$ cat src/rtl/alarm_pkg.sv
// Shared constants and the 7-segment lookup for the alarm setter.
package alarm_pkg;
  localparam int MAX_HOURS   = 24;
  localparam int MAX_MINUTES = 60;

  // Segment order {a,b,c,d,e,f,g,dp}, active high; dp is left clear here.
  function automatic logic [7:0] seg7(input logic [3:0] d);
    logic [7:0] s;
    case (d)
      4'd0:    s = 8'hFC;
      4'd1:    s = 8'h60;
      4'd2:    s = 8'hDA;
      4'd3:    s = 8'hF2;
      4'd4:    s = 8'h66;
      4'd5:    s = 8'hB6;
      4'd6:    s = 8'hBE;
      4'd7:    s = 8'hE0;
      4'd8:    s = 8'hFE;
      4'd9:    s = 8'hE6;
      default: s = 8'h00;
    endcase
    return s;
  endfunction
endpackage

$ cat src/rtl/key_repeater.sv
// Debounced key with auto-repeat: one step after the press, then after
// HOLD_CYC, then every REPEAT_CYC while the key stays down.
module key_repeater #(
  parameter int DEBOUNCE_CYC = 10000,
  parameter int HOLD_CYC     = 200000000,
  parameter int REPEAT_CYC   = 25000000
) (
  input  logic clk,
  input  logic reset,
  input  logic key,
  output logic step
);
  localparam int MAXC = (HOLD_CYC > REPEAT_CYC) ?
                        ((HOLD_CYC > DEBOUNCE_CYC) ? HOLD_CYC : DEBOUNCE_CYC) :
                        ((REPEAT_CYC > DEBOUNCE_CYC) ? REPEAT_CYC : DEBOUNCE_CYC);
  localparam int TW = $clog2(MAXC + 1);

  logic [TW-1:0] dcnt, tmr;
  logic          pressed, rep;

  // tmr counts down to the next step; the first step lands one cycle after
  // the press flag is seen, hence the initial load of 1.
  always_ff @(posedge clk) begin
    if (reset || !key) begin
      dcnt    <= '0;
      tmr     <= '0;
      pressed <= 1'b0;
      rep     <= 1'b0;
      step    <= 1'b0;
    end else if (!pressed) begin
      step <= 1'b0;
      if (dcnt == TW'(DEBOUNCE_CYC - 1)) begin
        pressed <= 1'b1;
        tmr     <= TW'(1);
        rep     <= 1'b0;
      end else begin
        dcnt <= dcnt + TW'(1);
      end
    end else if (tmr == '0) begin
      step <= 1'b1;
      rep  <= 1'b1;
      tmr  <= rep ? TW'(REPEAT_CYC - 1) : TW'(HOLD_CYC - 1);
    end else begin
      step <= 1'b0;
      tmr  <= tmr - TW'(1);
    end
  end
endmodule

$ cat src/rtl/multi_alarm_setter.sv
// Multi-slot alarm time editor with inc/dec keys and a 4-digit scanned display.
module multi_alarm_setter import alarm_pkg::*; #(
  parameter int N_SLOTS      = 4,
  parameter int DEBOUNCE_CYC = 10000,
  parameter int HOLD_CYC     = 200000000,
  parameter int REPEAT_CYC   = 25000000,
  parameter int SCAN_CYC     = 20000
) (
  input  logic                                          clk,
  input  logic                                          reset,
  input  logic                                          set_mode,
  input  logic [(N_SLOTS > 1 ? $clog2(N_SLOTS) : 1)-1:0] slot_sel,
  input  logic                                          field_sel,
  input  logic                                          increase_key,
  input  logic                                          decrease_key,
  input  logic                                          visible,
  output logic [7:0]                                    tub_segments_1,
  output logic [7:0]                                    tub_select,
  output logic [4:0]                                    hours,
  output logic [5:0]                                    minutes,
  output logic [5*N_SLOTS-1:0]                          slot_hours_flat,
  output logic [6*N_SLOTS-1:0]                          slot_minutes_flat
);
  localparam int SW = (N_SLOTS > 1) ? $clog2(N_SLOTS) : 1;
  localparam int CW = $clog2(SCAN_CYC + 1);
  localparam logic [4:0] H_TOP = 5'(MAX_HOURS - 1);
  localparam logic [5:0] M_TOP = 6'(MAX_MINUTES - 1);

  logic          inc_step, dec_step;
  logic [4:0]    hrs  [N_SLOTS];
  logic [5:0]    mins [N_SLOTS];
  logic          sel_ok;
  logic [SW-1:0] sel;
  logic [1:0]    scan_idx;
  logic [CW-1:0] scan_cnt;
  logic [3:0]    digit;
  logic          dp;

  key_repeater #(.DEBOUNCE_CYC(DEBOUNCE_CYC), .HOLD_CYC(HOLD_CYC), .REPEAT_CYC(REPEAT_CYC))
    u_inc (.clk(clk), .reset(reset), .key(increase_key), .step(inc_step));
  key_repeater #(.DEBOUNCE_CYC(DEBOUNCE_CYC), .HOLD_CYC(HOLD_CYC), .REPEAT_CYC(REPEAT_CYC))
    u_dec (.clk(clk), .reset(reset), .key(decrease_key), .step(dec_step));

  // Out-of-range slot numbers fall back to slot 0 for display and are not editable.
  assign sel_ok = (32'(slot_sel) < N_SLOTS);
  assign sel    = sel_ok ? slot_sel : '0;

  always_ff @(posedge clk) begin
    if (reset) begin
      for (int k = 0; k < N_SLOTS; k++) begin
        hrs[k]  <= 5'd10;
        mins[k] <= 6'd0;
      end
    end else if (set_mode && sel_ok && (inc_step ^ dec_step)) begin
      if (field_sel)
        hrs[sel] <= inc_step ? ((hrs[sel] == H_TOP) ? 5'd0 : hrs[sel] + 5'd1)
                             : ((hrs[sel] == 5'd0) ? H_TOP : hrs[sel] - 5'd1);
      else
        mins[sel] <= inc_step ? ((mins[sel] == M_TOP) ? 6'd0 : mins[sel] + 6'd1)
                              : ((mins[sel] == 6'd0) ? M_TOP : mins[sel] - 6'd1);
    end
  end

  assign hours   = hrs[sel];
  assign minutes = mins[sel];

  for (genvar k = 0; k < N_SLOTS; k++) begin : g_flat
    assign slot_hours_flat[5*k +: 5]   = hrs[k];
    assign slot_minutes_flat[6*k +: 6] = mins[k];
  end

  always_ff @(posedge clk) begin
    if (reset) begin
      scan_cnt <= '0;
      scan_idx <= 2'd0;
    end else if (scan_cnt == CW'(SCAN_CYC - 1)) begin
      scan_cnt <= '0;
      scan_idx <= scan_idx + 2'd1;
    end else begin
      scan_cnt <= scan_cnt + CW'(1);
    end
  end

  always_comb begin
    digit = 4'd0;
    case (scan_idx)
      2'd0:    digit = 4'(hours / 5'd10);
      2'd1:    digit = 4'(hours % 5'd10);
      2'd2:    digit = 4'(minutes / 6'd10);
      default: digit = 4'(minutes % 6'd10);
    endcase
  end

  // Digits 0/1 are hours, 2/3 minutes; dp marks the field under edit.
  assign dp             = set_mode && (field_sel == (scan_idx < 2'd2));
  assign tub_select     = (visible && !reset) ? (8'h80 >> scan_idx) : 8'h00;
  assign tub_segments_1 = (visible && !reset) ? (seg7(digit) | {7'b0, dp}) : 8'h00;
endmodule

$ cat config.mk
export PLATFORM = sky130hd
export DESIGN_NAME = multi_alarm_setter
export DESIGN_NICKNAME = d
export VERILOG_FILES = /design/src/rtl/alarm_pkg.sv /design/src/rtl/key_repeater.sv /design/src/rtl/multi_alarm_setter.sv
export SDC_FILE = /design/constraint.sdc
export NUM_CORES = 1
export LEC_CHECK = 0
export CAP_MARGIN = 25
export CORE_AREA = 2 2 184 204
export DETAILED_ROUTE_END_ITERATION = 10
export DIE_AREA = 0 0 186 206
export GPL_TIMING_DRIVEN = 0
export PLACE_DENSITY = 0.59
export RECOVER_POWER = 50
export REMOVE_ABC_BUFFERS = 1
export SLEW_MARGIN = 20
export SYNTH_ARGS = -nofsm -noshare
export SYNTH_HDL_FRONTEND = slang
export SYNTH_HIERARCHICAL = 1
export SYNTH_SLANG_ARGS = --single-unit
export TNS_END_PERCENT = 30
$ cat constraint.sdc
create_clock -name clk -period 6.8 [get_ports clk]
set_input_delay 2.04 -clock clk [delete_from_list [all_inputs] [get_ports clk]]
set_output_delay 2.04 -clock clk [all_outputs]
set_load 0.03 [all_outputs]
# After elaboration in Yosys (flattened, before gate mapping)
# Memories as Yosys holds them, arrays and structs flattened.
# Index checks and enable logic that the tools add are counted.
# totals
ram_bits,44
regBits,135
n_memories,3
romBits,112
inputBits,9
output_inout_bits,71
# op_classes
n_reduce_logical,24
shifts,1
n_addsub,10
n_div,4
mux,45
magnitude_cmp,1
bitwise,6
eq_ne,10
# mem_list
memory,depth,width,read_ports,rd_clocked_by_memory_dff,write_ports,line_no,text
(name not given),16,7,1,0,0,alarm_pkg.sv:9,case (d)
mins,4,6,5,0,4,multi_alarm_setter.sv:31,logic [5:0] mins [N_SLOTS];
hrs,4,5,5,0,4,multi_alarm_setter.sv:30,logic [4:0] hrs [N_SLOTS];
# ops
operator,n
28-bit two-way mux,8
"28-bit by 1-bit adder with 28-bit output, second input constant",2
"28-bit by 14-bit == test with 1-bit output, second input constant",2
28-bit zero test,2
"28-bit by 1-bit subtractor with 28-bit output, second input constant",2
1-bit two-way mux,24
6-bit two-way mux,4
5-bit two-way mux,4
8-bit two-way mux,2
"15-bit by 1-bit adder with 15-bit output, second input constant",1
"15-bit == test, second input constant",1
4-bit one-hot mux with 3 select lines,1
8-bit by 1-bit bitwise OR with 8-bit output,1
2-bit AND reduction,4
"8-bit by 2-bit right shift with 8-bit output, first input constant",1
"6-bit by 1-bit adder with 6-bit output, second input constant",1
"6-bit by 4-bit divider with 6-bit output, second input constant",1
"6-bit == test, second input constant",1
6-bit zero test,1
"6-bit by 4-bit remainder unit with 6-bit output, second input constant",1
2-bit OR reduction,3
6-bit OR reduction,1
"6-bit by 1-bit subtractor with 6-bit output, second input constant",1
"5-bit by 1-bit adder with 5-bit output, second input constant",1
20 further kinds,31

# Depth between registers and ports, before layout
# logic_depth
ltp_word,7
ltp_mapped,19

# Hierarchy
# Netlist, hierarchy kept.
# by_module_without_submodules
module,cells_each,instances,area_each_um2,seq_area_each_um2
key_repeater,380,2,3140.5,1181.1
multi_alarm_setter,475,1,4489.3,1661.6

# Worst setup path after synthesis
# OpenSTA, ideal clock, no wires.
# synth_path
path_type,in2out
from,input port slot_sel[1] (netlist bit)
to,output port tub_segments_1[3]
path_slack_ns,-0.578
arrival_ns,5.338
path_stages,14
n_path_buf,1
t_required_ns,4.760
path_cell_list,buf_6 > mux4_2 > mux2_2 > inv_2 > ha_1 > and3_1 > o211ai_1 > and3_1 > or4b_1 > a31oi_1 > ha_1 > nor3b_1 > o21ai_0 > a21oi_1
# synth_between
elab_chain_len,6
word_cells_on_any_way,10
cone_classes,4 x div; 2 x mux; 1 x bitwise; 3 x memory
# synth_lines
element,line_no,text
from (decl),multi_alarm_setter.sv:12,"input logic [(N_SLOTS > 1 ? $clog2(N_SLOTS) : 1)-1:0] slot_sel,"
memory read 4 x 6 bit or memory read 4 x 5 bit (tied branches),-,
6-bit by 4-bit remainder unit with 6-bit output (tied with other cells),multi_alarm_setter.sv:90,default: digit = 4'(minutes % 6'd10);
4-bit one-hot mux with 3 select lines *,multi_alarm_setter.sv:86,case (scan_idx)
memory read 16 x 7 bit *,-,
8-bit by 1-bit bitwise OR with 8-bit output *,multi_alarm_setter.sv:97,"assign tub_segments_1 = (visible && !reset) ? (seg7(digit) | {7'b0, dp}) : 8'h00;"
8-bit two-way mux *,multi_alarm_setter.sv:97,
to (decl),multi_alarm_setter.sv:17,"output logic [7:0] tub_segments_1,"
# Mark *: on every way between the ends. The rest lies on a longest branch, timed or not.

# Worst setup path in the final report
# Same ends and word-level chain as after synthesis.

==> results_dict.tcl <==
set metrics [dict create \
    status "finished with violations" \
    violations "negative setup slack" \
    dr.pass1.iters 5 \
    yosys.area_share.simple_pct 27.3 \
    cts_max_level 4 \
    synth_area_um2 10800 \
    slowest_stage "mux4_2" \
    grt_usage_pct 15.0 \
    synth_compound_area_share_pct 16.8 \
    setup_ws_ns -0.639 \
    required_ns 4.76 \
    die_x_um 186 \
    hold_class "flop to flop" \
    max_cap_viol_count 0 \
    synth_cell_types 84 \
    cts_tree "done" \
    cp_max_fo 6 \
    yosys_warnings 6 \
    post-route-period-util_pct 109 \
    clock_power_share_pct 40.7 \
    setup_tns_ns -4.11 \
    finalSetupViolCount 7 \
    grt_overflow 0 \
    routedWlPerCell_um 15.9 \
    ys_ff_latch 179 \
    crit_chain "buf_12 -> bufbuf_16 -> mux2i_1 -> mux4_2 -> inv_4 -> ha_4 -> a21oi_1 -> o211ai_1 -> nand3_2 -> a31oi_4 -> nor2_2 -> ha_4 -> inv_2 -> nand2_1 -> o2111a_2 -> nor2_4 -> mux2i_1 -> a21oi_1 -> buf_4" \
    initial_core_util_pct 29.4 \
    rows 74 \
    switching_share_pct 28.2 \
    rsz0062_at_grt "true" \
    async_reset_ff_share_pct 0 \
    layout-drive-gt1-share_pct 12.6 \
    vias 9661 \
    clk_latency_ns 0.45 \
    slowest_delay_ns 0.53 \
    grt_max_degree 38 \
    worstSetupEndpointType "primary output" \
    viasPerCell 5.32 \
    synth_adder_area_share_pct 2.90 \
    core_area_um2 36600 \
    mostFrequentLayoutCells "nor2_1 (164), dfxtp_1 (135), nand2_1 (96), nand3_1 (60), a21oi_1 (48)" \
    root_buffer "clkbuf_16" \
    diodes 0 \
    antenna_found_initial 0 \
    nNetsFinal 1343 \
    synth_xor_area_share_pct 5.37 \
    syn_inst 1235 \
    cts-hold-fix-buffers 0 \
    slew_violations 0 \
    ant_nets 0 \
    dieArea_um2 38300 \
    wirelength_mm 28.9 \
    netlist.top_cell.by_area "dfxtp_1" \
    pin_count 80 \
    place_area_um2 11900 \
    power.switching_w 0.000666 \
    criticalPathCategory "primary input to primary output" \
    cts_buffer_depth 2 \
    numCtsBuffers 17 \
    hold_viol 0 \
    ir_worst_vdd_mv 0.189 \
    postLayoutCellArea_um2 12900 \
    fmax_ghz 0.134 \
    drtIter0Drc 612 \
    netlist_top_cells_area "dfxtp_1 (25%), edfxtp_1 (12%), nor2_1 (5.8%), nand2_1 (3.3%), xnor2_1 (2.9%)" \
    maxSlewHeadroom_pct 0.121 \
    p_int_w 0.00170 \
    synth_edf_count 44 \
    gp_congestion 0.860 \
    cts.clk_slew.worst_paths_ns 0.07 \
    synth_top_family_by_area "simple AND/OR/NAND/NOR gates" \
    final_common_cell "nor2_1" \
    comb_power_share_pct 12.5 \
    grt_pass1_vias 9031 \
    synthFlopType "dfxtp_1" \
    area_growth_pct 19.8 \
    die_h_um 206 \
    skew_ns 0.0208 \
    drc 0 \
    dp_hpwl_mm 20.3 \
    p_leak_nw 4.69 \
    syn_area_per_cell_um2 8.72 \
    cts.sinks 179 \
    grt_pass1_wl_mm 46.8 \
    ys_seq_area_share_pct 37.4 \
    cp_data_arrival_time_ns 5.40 \
    worst_setup_path_start_kind "primary input" \
    synth.top_cell.area_share_pct 25.1 \
    worstMarginPinSlew_ns 1.50 \
    port_buffers 75 \
    dp_slack_ns -1.72 \
    timing.final.crit_period_ns 7.44 \
    seqPwrFrac_pct 46.9 \
    p_per_area_nw_per_um2 183 \
    muxShareOfSynthArea_pct 6.33 \
]
## worst max-delay path, delay by kind of cell
family / cells / cell delay (ns)
AO/OA/AOI/OAI: 5 / 0.95
buffers and inverters: 5 / 0.69
multiplexers: 3 / 0.90
AND/OR/NAND/NOR: 4 / 0.52
adder cells (fa/ha/maj): 2 / 0.31
## worst paths after layout
kind / start / end / slack, ns / depth (start not counted)
worst min register to register: scan_cnt[0]$_SDFF_PP0_ / scan_cnt[0]$_SDFF_PP0_ / 0.48 / 1
worst max-delay path: slot_sel[1] / tub_segments_1[3] / -0.64 / 19
worst min-delay path: scan_cnt[0]$_SDFF_PP0_ / scan_cnt[0]$_SDFF_PP0_ / 0.48 / 1
worst max register to register: u_inc/tmr[20]$_SDFFE_PP0N_ / u_inc/tmr[13]$_SDFFE_PP0N_ / 3.98 / 5
## flip-flops by register name, summed over array words and instances, names as in the netlist, 2 cells and up
name        count
mins           24
u_inc/tmr      28
u_dec/dcnt     28
scan_cnt       15
hrs            20
u_inc/dcnt     28
u_dec/tmr      28
scan_idx        2
## routing by layer
metal / routed length, um / part of all wire [%] / GRT usage (%) / vias to the layer above
met5: 0 / 0 / 0 / -
met3: 1110 / 3.8 / 2.20 / 38
met4: 578 / 2.0 / 5.76 / 0
met1: 13400 / 46 / 19.6 / 4661
met2: 13800 / 48 / 25.0 / 218
li1: - / - / - / 4744
## cells in the mapped netlist, types with 10 or more instances
cell	n
o21ai_0	41
a21o_1	12
dfxtp_1	135
a21oi_1	48
nor3_1	34
nor4_1	28
clkbuf_1	37
o21ai_1	21
inv_1	38
nand3_1	61
or3_1	12
and4_1	15
a211oi_1	16
mux2_2	10
a31oi_1	26
nor2b_1	13
mux4_2	12
nor2_1	166
or2_2	13
xnor2_1	36
nand4_1	24
and3_1	18
edfxtp_1	44
ha_1	25
xor2_1	30
and2_1	12
nand2b_1	16
mux2i_1	25
nand2_1	96
## timing repair
item	4_1_cts	5_1_grt
gates cloned	2	0
setup endpoints to repair	7	9
pin swaps	13	9
resized for setup	81	9
buffers inserted	20	4
## power groups by stage
stage               clock network [W]  logic [W]  registers, W
floorplan                           0   0.000151       0.00114
global placement                    0   0.000251       0.00113
detailed placement                  0   0.000254       0.00113
CTS                          0.000986   0.000286       0.00111
global route                  0.00102   0.000317       0.00111
finish                       0.000961   0.000295       0.00111
## cells by family after synthesis
family                     count (synthesis)
xor gates and xnor gates                  66
buffers and inverters                     95
DFF                                      179
adders and majority gates                 25
AOI/OAI and AO/OA                        257
other                                      1
muxes                                     50
and+or+nand+nor                          562
## final cells by class
cell class | instances | area, um2
multi-input combinational | 964 | 6500
timing repair buffer | 106 | 1040
clock inverter | 15 | 141
clock buffer | 17 | 425
sequential | 179 | 4020
fill | 3723 | 23700
tap | 494 | 618
inverter | 41 | 160
## stage by stage
stage / utilization, % / instances / hold slack [ns] / power (W)
6_report: 35.3 / 1816 / 0.477 / 0.00236
5_1_grt: 35.3 / 1816 / 0.498 / 0.00245
4_1_cts: 35.1 / 1810 / 0.477 / 0.00238
3_5_place_dp: 32.6 / 1756 / 0.461 / 0.00139
3_3_place_gp: 32.5 / 1753 / 0.447 / 0.00138
2_1_floorplan: - / 1184 / 0.430 / 0.00130
No activity file was read; power rests on OpenSTA's default activity.
==> RTL change, RTL diff (same flow settings) <==
Reset style: asynchronous (`reset`), changed in 2 clocked blocks.
--- a/src/rtl/multi_alarm_setter.sv
+++ b/src/rtl/multi_alarm_setter.sv
@@ -45,7 +45,7 @@
   assign sel_ok = (32'(slot_sel) < N_SLOTS);
   assign sel    = sel_ok ? slot_sel : '0;
 
-  always_ff @(posedge clk) begin
+  always_ff @(posedge clk or posedge reset) begin
     if (reset) begin
       for (int k = 0; k < N_SLOTS; k++) begin
         hrs[k]  <= 5'd10;
@@ -69,7 +69,7 @@
     assign slot_minutes_flat[6*k +: 6] = mins[k];
   end
 
-  always_ff @(posedge clk) begin
+  always_ff @(posedge clk or posedge reset) begin
     if (reset) begin
       scan_cnt <= '0;
       scan_idx <= 2'd0;
Formal check against the unedited RTL: same outputs for any inputs over 10 cycles, from zero or initial values and one cycle with reset high; that may be too few to reach the edited logic, so the function may still have changed.
==> RTL change against the unedited design <==
The run still ends with negative setup slack left. Wire length shrank 2.6%. Clock skew shrank 0.0055 ns. Worst setup slack gained 0.13 ns. Non-clock buffer count shrank 4. Global-route usage shrank 0.33 points. Area after synthesis shrank 2.1%. Design area shrank 1.4%. Sequential cell count is the same. First-iteration DRC count shrank 15%. Maximum frequency grew 1.7%. Critical path type unchanged.
Power is not compared: it rests on default switching activity, and its combinational part moved more than twofold at a synthesized area within 25%.
==> RTL change: results (changes against the unedited design) <==
failing checks: negative setup slack
Post-synth ARST share: 0.341 (+0.341)
placed insts: 1675 (-4.6%)
Seq. cell area: 3900 um2 (-3.1%)
Final #Nets: 1256 (-6.5%)
crit-path max cell delay: 0.36 ns (-0.17 ns)
Adder-Cell Fraction of Synth Area: 0.0295 (+0.000491)
clk_skew: 0.0153 ns (-0.00552 ns)
data arrival time of the worst path: 5.27 ns (-0.13 ns)
routability cong.: 0.840 (-2.4%)
largest net degree at the start of global routing: 46 (+21%)
worst reg2reg endpoint: u_dec/tmr[13]
worst setup margin: -0.513 ns (+0.125 ns)
most frequent cells after synthesis: 118 x dfxtp_1, 114 x nor2_1, 87 x nand2_1, 59 x nand3_1, 53 x dfrtp_1
met3 routed WL: 1.15 mm (+3.5%)
vias per cell: 5.27 (-0.91%)
register area share after synthesis: 0.370 (-0.00402)
WHS Endpoint: scan_cnt[4]
Synth Area in XOR/XNOR: 0.0573 (+0.00362)
Tot Pwr: 0.00215 W
met1 Use GR: 0.191 (-0.00532)
Worst Min Path Start: scan_cnt[4]
met3 Resource Use GR: 0.0206 (-0.00141)
filler cell count: 3697 (-0.70%)
Multi-input gate area: 6410 um2 (-1.4%)
met2 WL: 13.7 mm (-0.43%)
status: complete, but fails checks
worst hold margin: 0.479 ns (+0.00206 ns)
Post-synth EDFFs: 0 (-100%)
half-perimeter wire length after placement: 19.3 mm (-4.9%)
layout cells sized above 1: 0.171 (+0.0444)
invs w/o clock: 33 (-20%)
first-iteration detailed-routing DRC count: 519 (-15%)
Data buffer area share: 0.0835 (+0.00315)
cts repair resizes: 65 (-20%)
Hold Crit Class: reg2reg
wire length per cell: 16.3 um (+2.2%)
post-synthesis mux area share: 0.0957 (+0.0324)
Cell variety after synth: 87 (+3.6%)
Syn Area/Cell: 9.16 um2 (+5.0%)
routed wire length: 28.2 mm (-2.6%)
M1 wire length: 12.8 mm (-4.8%)
DP Area: 11700 um2 (-1.5%)
ranking of synthesized cells by area: dfxtp_1 22%, dfrtp_1 13%, mux2_2 4.4%
Setup Viol. Count Final: 7 (unchanged)
Post-Place Setup Slack: -1.88 ns (-0.158 ns)
met2 global-route usage: 0.250 (-0.000398)
first-pass GRT wire length: 45.1 mm (-3.6%)
vias in the first global route: 8474 (-6.2%)
post-CTS setup buffers: 15 (-25%)
slew of the pin with the lowest slew margin: 1.01 ns (-0.484 ns)
CP Max Fanout: 7 (+1)
r2r startpoint: u_dec/tmr[20]
FF-to-FF setup slack: 3.94 ns (-0.04 ns)
[RTL change: changes by cell type after synthesis, moves of 10 or more]
cell      delta
nor2_1      -52
dfxtp_1     -17
mux2i_1     -11
mux2_2      +31
edfxtp_1    -44
dfrtp_1     +53
xnor2_1     +10
a21oi_1     -15
[RTL change: logic make-up after synthesis]
logic type                 Yosys count
AOI/OAI and AO/OA                  234
xor gates and xnor gates            69
adders and majority gates           25
buffers and inverters               86
DFF                                179
muxes                               74
other                                1
and+or+nand+nor                    484
[RTL change: worst max-delay path by stage]
stage                startpoint                 to  slack (ns)  cells after the start
finish              slot_sel[0]  tub_segments_1[7]       -0.51                     16
global route        slot_sel[0]  tub_segments_1[7]       -0.57                     16
CTS                 slot_sel[0]  tub_segments_1[7]       -0.46                     16
detailed placement  slot_sel[1]  tub_segments_1[7]       -1.88                     14
global placement    slot_sel[0]  tub_segments_1[7]       -2.99                     14
floorplan           slot_sel[0]  tub_segments_1[5]       -0.74                     12
